**src/rtl/jump_pkg.sv**
```systemverilog
// Shared types and constants for the jump-charge path. The states are
// READY/CHARGING/COOLDOWN. The scan-event payload carries decoded bytes from
// ps2_scan_decoder to press_timer.
package jump_pkg;

  localparam int unsigned PRESS_W = 4;

  localparam logic [7:0] SC_EXT           = 8'hE0;
  localparam logic [7:0] SC_BREAK         = 8'hF0;
  localparam logic [7:0] KEY_CODE_DEFAULT = 8'h29;

  typedef enum logic [1:0] {
    READY    = 2'd0,
    CHARGING = 2'd1,
    COOLDOWN = 2'd2
  } state_e;

  typedef struct packed {
    logic       valid;
    logic [7:0] code;
    logic       is_break;
    logic       is_ext;
  } scan_event_t;

endpackage

```
**src/rtl/ps2_scan_decoder.sv**
```systemverilog
// Folds E0/F0 prefix bytes into flags. Every other byte produces a one-cycle
// registered event.
// Ports:
//   clk, rst      - clock, async active-high reset
//   kb_valid      - byte strobe
//   kb_data       - received scancode byte
//   event_o       - {valid, code, is_break, is_ext}, valid high for one cycle
module ps2_scan_decoder
  import jump_pkg::*;
(
  input  logic        clk,
  input  logic        rst,
  input  logic        kb_valid,
  input  logic [7:0]  kb_data,
  output scan_event_t event_o
);

  logic        ext_q, ext_d;
  logic        brk_q, brk_d;
  scan_event_t ev_q, ev_d;

  // Prefix bytes only set flags; a terminating byte emits the event and clears them
  always_comb begin
    ext_d = ext_q;
    brk_d = brk_q;
    ev_d  = '0;
    if (kb_valid) begin
      if (kb_data == SC_EXT) begin
        ext_d = 1'b1;
      end else if (kb_data == SC_BREAK) begin
        brk_d = 1'b1;
      end else begin
        ev_d.valid    = 1'b1;
        ev_d.code     = kb_data;
        ev_d.is_break = brk_q;
        ev_d.is_ext   = ext_q;
        ext_d         = 1'b0;
        brk_d         = 1'b0;
      end
    end
  end

  always_ff @(posedge clk or posedge rst) begin
    if (rst) begin
      ext_q <= 1'b0;
      brk_q <= 1'b0;
      ev_q  <= '0;
    end else begin
      ext_q <= ext_d;
      brk_q <= brk_d;
      ev_q  <= ev_d;
    end
  end

  assign event_o = ev_q;

endmodule

```
**src/rtl/press_timer.sv**
```systemverilog
// Measures how long the jump key is held, in ticks. The count saturates at
// MAX_TIME and is latched at release, then further presses are locked out
// until the flight has finished.
// Ports:
//   clk, rst      - clock, async active-high reset
//   kb_valid      - scancode byte strobe
//   kb_data       - scancode byte
//   tick          - charge-rate enable
//   busy          - downstream flight still running
//   is_pressing   - high while charging
//   press_time    - live count while charging, held value afterwards
//   launch        - one-cycle pulse on release
module press_timer
  import jump_pkg::*;
#(
  parameter logic [7:0]  KEY_CODE    = KEY_CODE_DEFAULT,
  parameter int unsigned MAX_TIME    = 15,
  parameter int unsigned GUARD_TICKS = 2
) (
  input  logic               clk,
  input  logic               rst,
  input  logic               kb_valid,
  input  logic [7:0]         kb_data,
  input  logic               tick,
  input  logic               busy,
  output logic               is_pressing,
  output logic [PRESS_W-1:0] press_time,
  output logic               launch
);

  localparam int unsigned GUARD_W = (GUARD_TICKS < 2) ? 1 : $clog2(GUARD_TICKS + 1);
  localparam logic [PRESS_W-1:0] MAX_Q   = PRESS_W'(MAX_TIME);
  localparam logic [GUARD_W-1:0] GUARD_Q = GUARD_W'(GUARD_TICKS);

  scan_event_t ev;
  logic        key_ev, make_ev, break_ev;

  state_e             state_q, state_d;
  logic [PRESS_W-1:0] press_q, press_d;
  logic [GUARD_W-1:0] guard_q, guard_d;
  logic               pressing_q, pressing_d;
  logic               launch_q, launch_d;

  ps2_scan_decoder u_dec (
    .clk      (clk),
    .rst      (rst),
    .kb_valid (kb_valid),
    .kb_data  (kb_data),
    .event_o  (ev)
  );

  // Extended codes never match, even when the low byte equals KEY_CODE
  assign key_ev   = ev.valid && (ev.code == KEY_CODE) && !ev.is_ext;
  assign make_ev  = key_ev && !ev.is_break;
  assign break_ev = key_ev && ev.is_break;

  // The count register doubles as press_time; a release wins over a same-cycle tick
  always_comb begin
    state_d  = state_q;
    press_d  = press_q;
    guard_d  = guard_q;
    launch_d = 1'b0;
    unique case (state_q)
      READY: begin
        if (make_ev && !busy) begin
          state_d = CHARGING;
          press_d = '0;
        end
      end
      CHARGING: begin
        if (break_ev) begin
          press_d  = (press_q == '0) ? PRESS_W'(1) : press_q;
          launch_d = 1'b1;
          guard_d  = '0;
          state_d  = COOLDOWN;
        end else if (tick && (press_q < MAX_Q)) begin
          press_d = press_q + PRESS_W'(1);
        end
      end
      COOLDOWN: begin
        if (tick && (guard_q < GUARD_Q)) begin
          guard_d = guard_q + GUARD_W'(1);
        end
        if ((guard_q == GUARD_Q) && !busy) begin
          state_d = READY;
        end
      end
      default: begin
        state_d = READY;
      end
    endcase
    pressing_d = (state_d == CHARGING);
  end

  always_ff @(posedge clk or posedge rst) begin
    if (rst) begin
      state_q    <= READY;
      press_q    <= '0;
      guard_q    <= '0;
      pressing_q <= 1'b0;
      launch_q   <= 1'b0;
    end else begin
      state_q    <= state_d;
      press_q    <= press_d;
      guard_q    <= guard_d;
      pressing_q <= pressing_d;
      launch_q   <= launch_d;
    end
  end

  assign is_pressing = pressing_q;
  assign press_time  = press_q;
  assign launch      = launch_q;

endmodule

```
**config.mk**
```make
export PLATFORM = sky130hd
export DESIGN_NAME = press_timer
export DESIGN_NICKNAME = d
export VERILOG_FILES = /design/src/rtl/jump_pkg.sv /design/src/rtl/ps2_scan_decoder.sv /design/src/rtl/press_timer.sv
export SDC_FILE = /design/constraint.sdc
export NUM_CORES = 1
export LEC_CHECK = 0
export ABC_AREA = 1
export CAP_MARGIN = 20
export CORE_MARGIN = 5
export CORE_UTILIZATION = 30
export CTS_BUF_LIST = sky130_fd_sc_hd__clkbuf_4
export DETAILED_ROUTE_END_ITERATION = 10
export PLACE_DENSITY_LB_ADDON = 0.12
export SLEW_MARGIN = 20
export SYNTH_ARGS = -nofsm -noshare
export SYNTH_HDL_FRONTEND = slang
export SYNTH_SLANG_ARGS = --single-unit
```
**constraint.sdc**
```tcl
create_clock -name clk -period 3.5 [get_ports clk]
set_clock_uncertainty 0.15 [all_clocks]
set_input_delay 1.05 -clock clk [delete_from_list [all_inputs] [get_ports clk]]
set_output_delay 1.05 -clock clk [all_outputs]
set_load 0.005 [all_outputs]
```
[Word-level counts from Yosys, hierarchy flattened]
Cells that the tools add are included.
W data, S select, Z words.
Cells by class
  add/subtract/negate cells: 2
  eq/ne operators: 13
  bitwise operators: 1
  $lt $le $gt $ge: 2
  shift operators: 0
  multiplexer cells: 20
  reductions and logical operators: 19
  $mul: 0
  div/mod/pow operators: 0
Operator list (number)
  $mux W11: 3
  $eq A8 B8 Y1 const B: 2
  $mux W4: 4
  $mux W2: 5
  $eq A8 B6 Y1 const B: 1
  $logic_and A1 B1 Y1: 8
  $pmux W4 S2: 1
  $ne A2 B2 Y1 const B: 3
  $ne A3 B3 Y1 const B: 2
  $pmux W2 S3: 1
  $mux W1: 5
  $add A4 B1 Y4 const B: 1
  $eq A2 B1 Y1 const B: 2
  $eq A2 B2 Y1 const B: 2
  $logic_not A4 Y1: 1
  $lt A4 B4 Y1 const B: 1
  $pmux W2 S2: 1
  $reduce_and A2 Y1: 2
  $reduce_and A4 Y1: 1
  $reduce_bool A2 Y1: 2
  $logic_not A1 Y1: 3
  $reduce_and A3 Y1: 1
  $add A2 B1 Y2 const B: 1
  $logic_not A2 Y1: 1
  other kinds (3): 3
Word-level totals
  memories kept: 0
  input bits: 13
  bits in latches: 0
  logic and storage cells: 68
  bits in writable memories: 0
  memory bits (read-only): 0
  output and inout port bits: 6
  register bits: 23

[Longest topological paths before layout]
  depth in word-level cells: 8
  gate-level depth with buffers: 10
  gate-level depth less buffers: 10

[Hierarchy]
A second synthesis with hierarchy kept.
Second synthesis, totals
  cell total of the unflattened synthesis: 153
  area, all modules: 1241.2 sq um
By module, submodules not included
  press_timer: cells each 92, area an instance 696.9 sq um, seq. area each 250.2 sq um, times used 1
  ps2_scan_decoder: cells each 61, area an instance 544.3 sq um, seq. area each 325.3 sq um, times used 1

[Worst setup path after synthesis]
No wires, ideal clock.
  path kind: in2reg
  from: input port kb_data[3]
  to: register u_dec.ext_q
  stages on the path: 7
  path buffers: 0
  library setup time: 0.071 ns
  arrival: 1.678 ns
  setup slack: 1.601 ns
  data required time: 3.279 ns
  cell sequence: nor2_1 > nand3_1 > nor2_1 > nand3_1 > nand2_2 > inv_1 > nor2_1
Between the ends
  longest elaborated chain between the ends: 3
  elaborated cells between the ends (all ways): 5
  those cells by class: eq/ne (3); mux (1); reduce/logical (1)
Ends and longest elaborated chain
  from (decl): line press_timer.sv:23  | input logic [7:0] kb_data,
  $eq A8 B8 Y1 (on tied branches): line ps2_scan_decoder.sv:30, ps2_scan_decoder.sv:28
  $ne A2 B1 Y1 (no source line)
  $reduce_and A2 Y1 (no source line)
  to (signal assigned): line ps2_scan_decoder.sv:49  | ext_q <= ext_d;
  to (decl): line ps2_scan_decoder.sv:18  | logic ext_q, ext_d;
Parallel ways exist; a longest one is shown, timed or not.
A chain may end at the register's enable or synchronous reset.

[Final worst setup path]
  from: register press_q[2] (netlist: press_time[2])
  to: output port press_time[2]
RTL lines
  from (decl): line press_timer.sv:39  | logic [PRESS_W-1:0] press_q, press_d;
  from (signal assigned): line press_timer.sv:104  | press_q <= press_d;
  to (decl): line press_timer.sv:27  | output logic [PRESS_W-1:0] press_time,
No word-level cell between the ends.

==> flow_metrics.env <==
export IMPL_hold_viol_final=0
export IMPL_final_common_cell="inv_1"
export IMPL_slew_viol_final=0
export IMPL_die_area_sq_um=5240
export IMPL_die_height_microns=72.4
export IMPL_nFillCells=390
export IMPL_utilization_pct=38.7
export IMPL_switchingPower_w=0.000149
export IMPL_mostFrequentLayoutCells="30 x inv_1, 26 x nand2_1, 23 x dfrtp_1"
export IMPL_crit_fanout=6
export IMPL_worstSetupStartpoint="press_time[2]"
export IMPL_avgSynthCellArea_sq_um=8.00
export IMPL_rr_endpoint="press_time[0]"
export IMPL_drt_first_pass_iters=4
export IMPL_ios=19
export IMPL_r2r_cells=7
export IMPL_leakagePower_nw=0.740
export IMPL_root_buffer="clkbuf_4"
export IMPL_drt_iter0_drc=23
export IMPL_cp_num_buf_inv=1
export IMPL_worstHoldStart="guard_q[0]"
export IMPL_path_depth=1
export IMPL_track_usage_pct=9.14
export IMPL_cts_sinks=23
export IMPL_finalSetupTns_ps=0
export IMPL_grt_max_degree=24
export IMPL_intPower_w=0.000374
export IMPL_io_buffers=18
export IMPL_r2r_start="press_time[0]"
export IMPL_detail_route_vias_per_cell=4.24
export IMPL_crit_family="buffers and inverters"
export IMPL_yosysSeqAreaShare_pct=49.3
export IMPL_worstSkewPairLatency_ps=310
export IMPL_grt_overflow=0
export IMPL_post_cts_resize_count=0
export IMPL_num_rows=22
export IMPL_cp_cell_sequence="clkdlybuf4s50_1"
export IMPL_cellPowerDensity_nw_per_um2=364
export IMPL_seqPwrFrac_pct=58.8
export IMPL_slew_headroom_pct=43.1
export IMPL_area_growth_pct=22.9
export IMPL_slowest_stage="clkdlybuf4s50_1"
export IMPL_antenna_cells=0
export IMPL_finalSetupViolations=0
export IMPL_slowest_delay_ps=540
export IMPL_synth_warnings=0
export IMPL_ys_ff_latch=23
export IMPL_clk_pin_slew_worst_paths_ps=130
export IMPL_cp_required_ps=2300
export IMPL_period_minus_slack_ps=2520
export IMPL_hpwl_mm=1.72
export IMPL_synth_distinct_cells=21
export IMPL_hp_class="reg2reg"
export IMPL_start_kind="flop"
export IMPL_cts_buffers=3
export IMPL_ant_nets=0
export IMPL_hold_depth=1
export IMPL_vdd_drop_max_mv=0.124
export IMPL_h_tree_depth=1
export IMPL_syn_inst=146
export IMPL_min_to="guard_q[0]"
export IMPL_layout_worst_path_cycle_share_pct=72.0
export IMPL_grt_pass1_wl_mm=3.82
export IMPL_maxCapViolations=0
export IMPL_rsz0062_at_grt="no"
export IMPL_fin_nets=185
export IMPL_vias=916
export IMPL_place_inst=212
export IMPL_coreArea_sq_um=3720
export IMPL_rrSetupSlack_ps=2030
export IMPL_drive_gt1_share_pct=13.1
export IMPL_worstSetupPathType="reg2out"
export IMPL_antenna_found_initial=0
export IMPL_fin_ws_ps=980
export IMPL_place_ws_ps=1050
export IMPL_synth_ff_type="dfrtp_1"
export IMPL_tightest_slew_ps=852
export IMPL_synth_area_leaders="dfrtp_1 49%, inv_1 9.6%, nand2_1 8.4%, nor2_1 6.7%, nand3_1 4.3%"
export IMPL_status="finished clean"
export IMPL_syn_area_sq_um=1170
export IMPL_clock_fmax_mhz=397
export IMPL_grt_pass1_vias=944
export IMPL_gp_congestion=0.822
export IMPL_tritoncts="built"
export IMPL_finalWirelength_mm=2.11
export IMPL_wl_per_cell_microns=9.77
export IMPL_drc=0
export IMPL_endpoint_kind="primary output"
export IMPL_die_w_microns=72.4
export IMPL_postCtsSetupBuffers=0
export IMPL_clock_path_buffers=2
export IMPL_yosysTopAreaCellShare_pct=49.3
export IMPL_synth_edf_count=0
export IMPL_synth_top_area_cell="dfrtp_1"
export IMPL_stdcell_count=216
export IMPL_async_reset_ff_share_pct=100
export IMPL_cts_hold_buffers=0
export IMPL_switching_share_pct=28.6
export IMPL_pwr_share_clk_pct=22.8
export IMPL_final_cell_area_sq_um=1440
export IMPL_cp_arrival_ps=1320
export IMPL_start_util_pct=31.4
export IMPL_dpl_cell_area_sq_um=1410
export IMPL_combPwrFrac_pct=18.4
export IMPL_syn_nets=162
==> cells by family (layout without fill, tap and decap cells) <==
family	after synthesis	count (layout)	share of synthesized area, %
buffers and inverters	34	56	10.9
xor gates and xnor gates	2	2	1.50
adders and majority gates	3	3	3.21
DFF	23	23	49.3
and+or+nand+nor	77	77	32.1
AOI/OAI and AO/OA	7	7	3.00
==> power by group through the flow <==
stage	clock network [W]	logic (W)	registers (W)
after CTS	0.000128	0.0000975	0.000308
after detailed placement	0	0.0000970	0.000314
final	0.000119	0.0000962	0.000307
after global placement	0	0.0000918	0.000312
after floorplan	0	0.0000653	0.000309
after global routing	0.000136	0.000113	0.000311
==> Yosys cell counts (2+ instances only) <==
master	count
nor2_4	2
a21oi_1	2
o21ai_1	3
inv_2	4
nand3_1	10
nor3_1	2
ha_1	3
o21ai_0	2
inv_1	30
nor2_2	3
dfrtp_1	23
nand2_2	6
nor2_1	21
nand2_1	26
nand4_1	3
==> registers in the layout, summed over array words and instances, names as in the netlist <==
register       count
u_dec.event_o     11
launch             1
press_time         4
guard_q            2
u_dec.ext_q        1
u_dec.brk_q        1
is_pressing        1
state_q            2
==> through the flow <==
stage,total power (W),hold WS [ps]
2_1_floorplan,0.000374,295
3_3_place_gp,0.000404,321
3_5_place_dp,0.000411,321
4_1_cts,0.000533,340
5_1_grt,0.000560,367
6_report,0.000523,335
==> how the worst max path moves through the flow <==
stage,end,slack [ps]
finish,press_time[2],980
global route,press_time[0],910
CTS,press_time[2],960
detailed placement,u_dec.brk_q,1050
global placement,u_dec.ext_q,1080
floorplan,u_dec.ext_q,1600
==> routing by layer <==
layer / vias to the layer above / routed length (microns) / GRT usage [%] / part of all wire [%]
li1: 484 / - / - / -
met1: 413 / 931 / 10.4 / 44
met2: 17 / 1070 / 16.0 / 51
met3: 2 / 94 / 1.94 / 4.5
met4: 0 / 17 / 4.71 / 0.81
met5: - / 0 / 0 / 0
==> area by class of cell <==
cell class              instances  area (sq um)  share of cell area, %
clock buffers                   3          22.5                   1.57
clock inverters                 1          5.00                  0.348
inverters                      34           128                   8.88
multi-input cells              89           465                   32.4
flip-flops and latches         23           576                   40.1
well taps                      48          60.1                   4.18
repair buffers                 18           180                   12.5
Note: power is estimated with default switching activity, not from simulation.
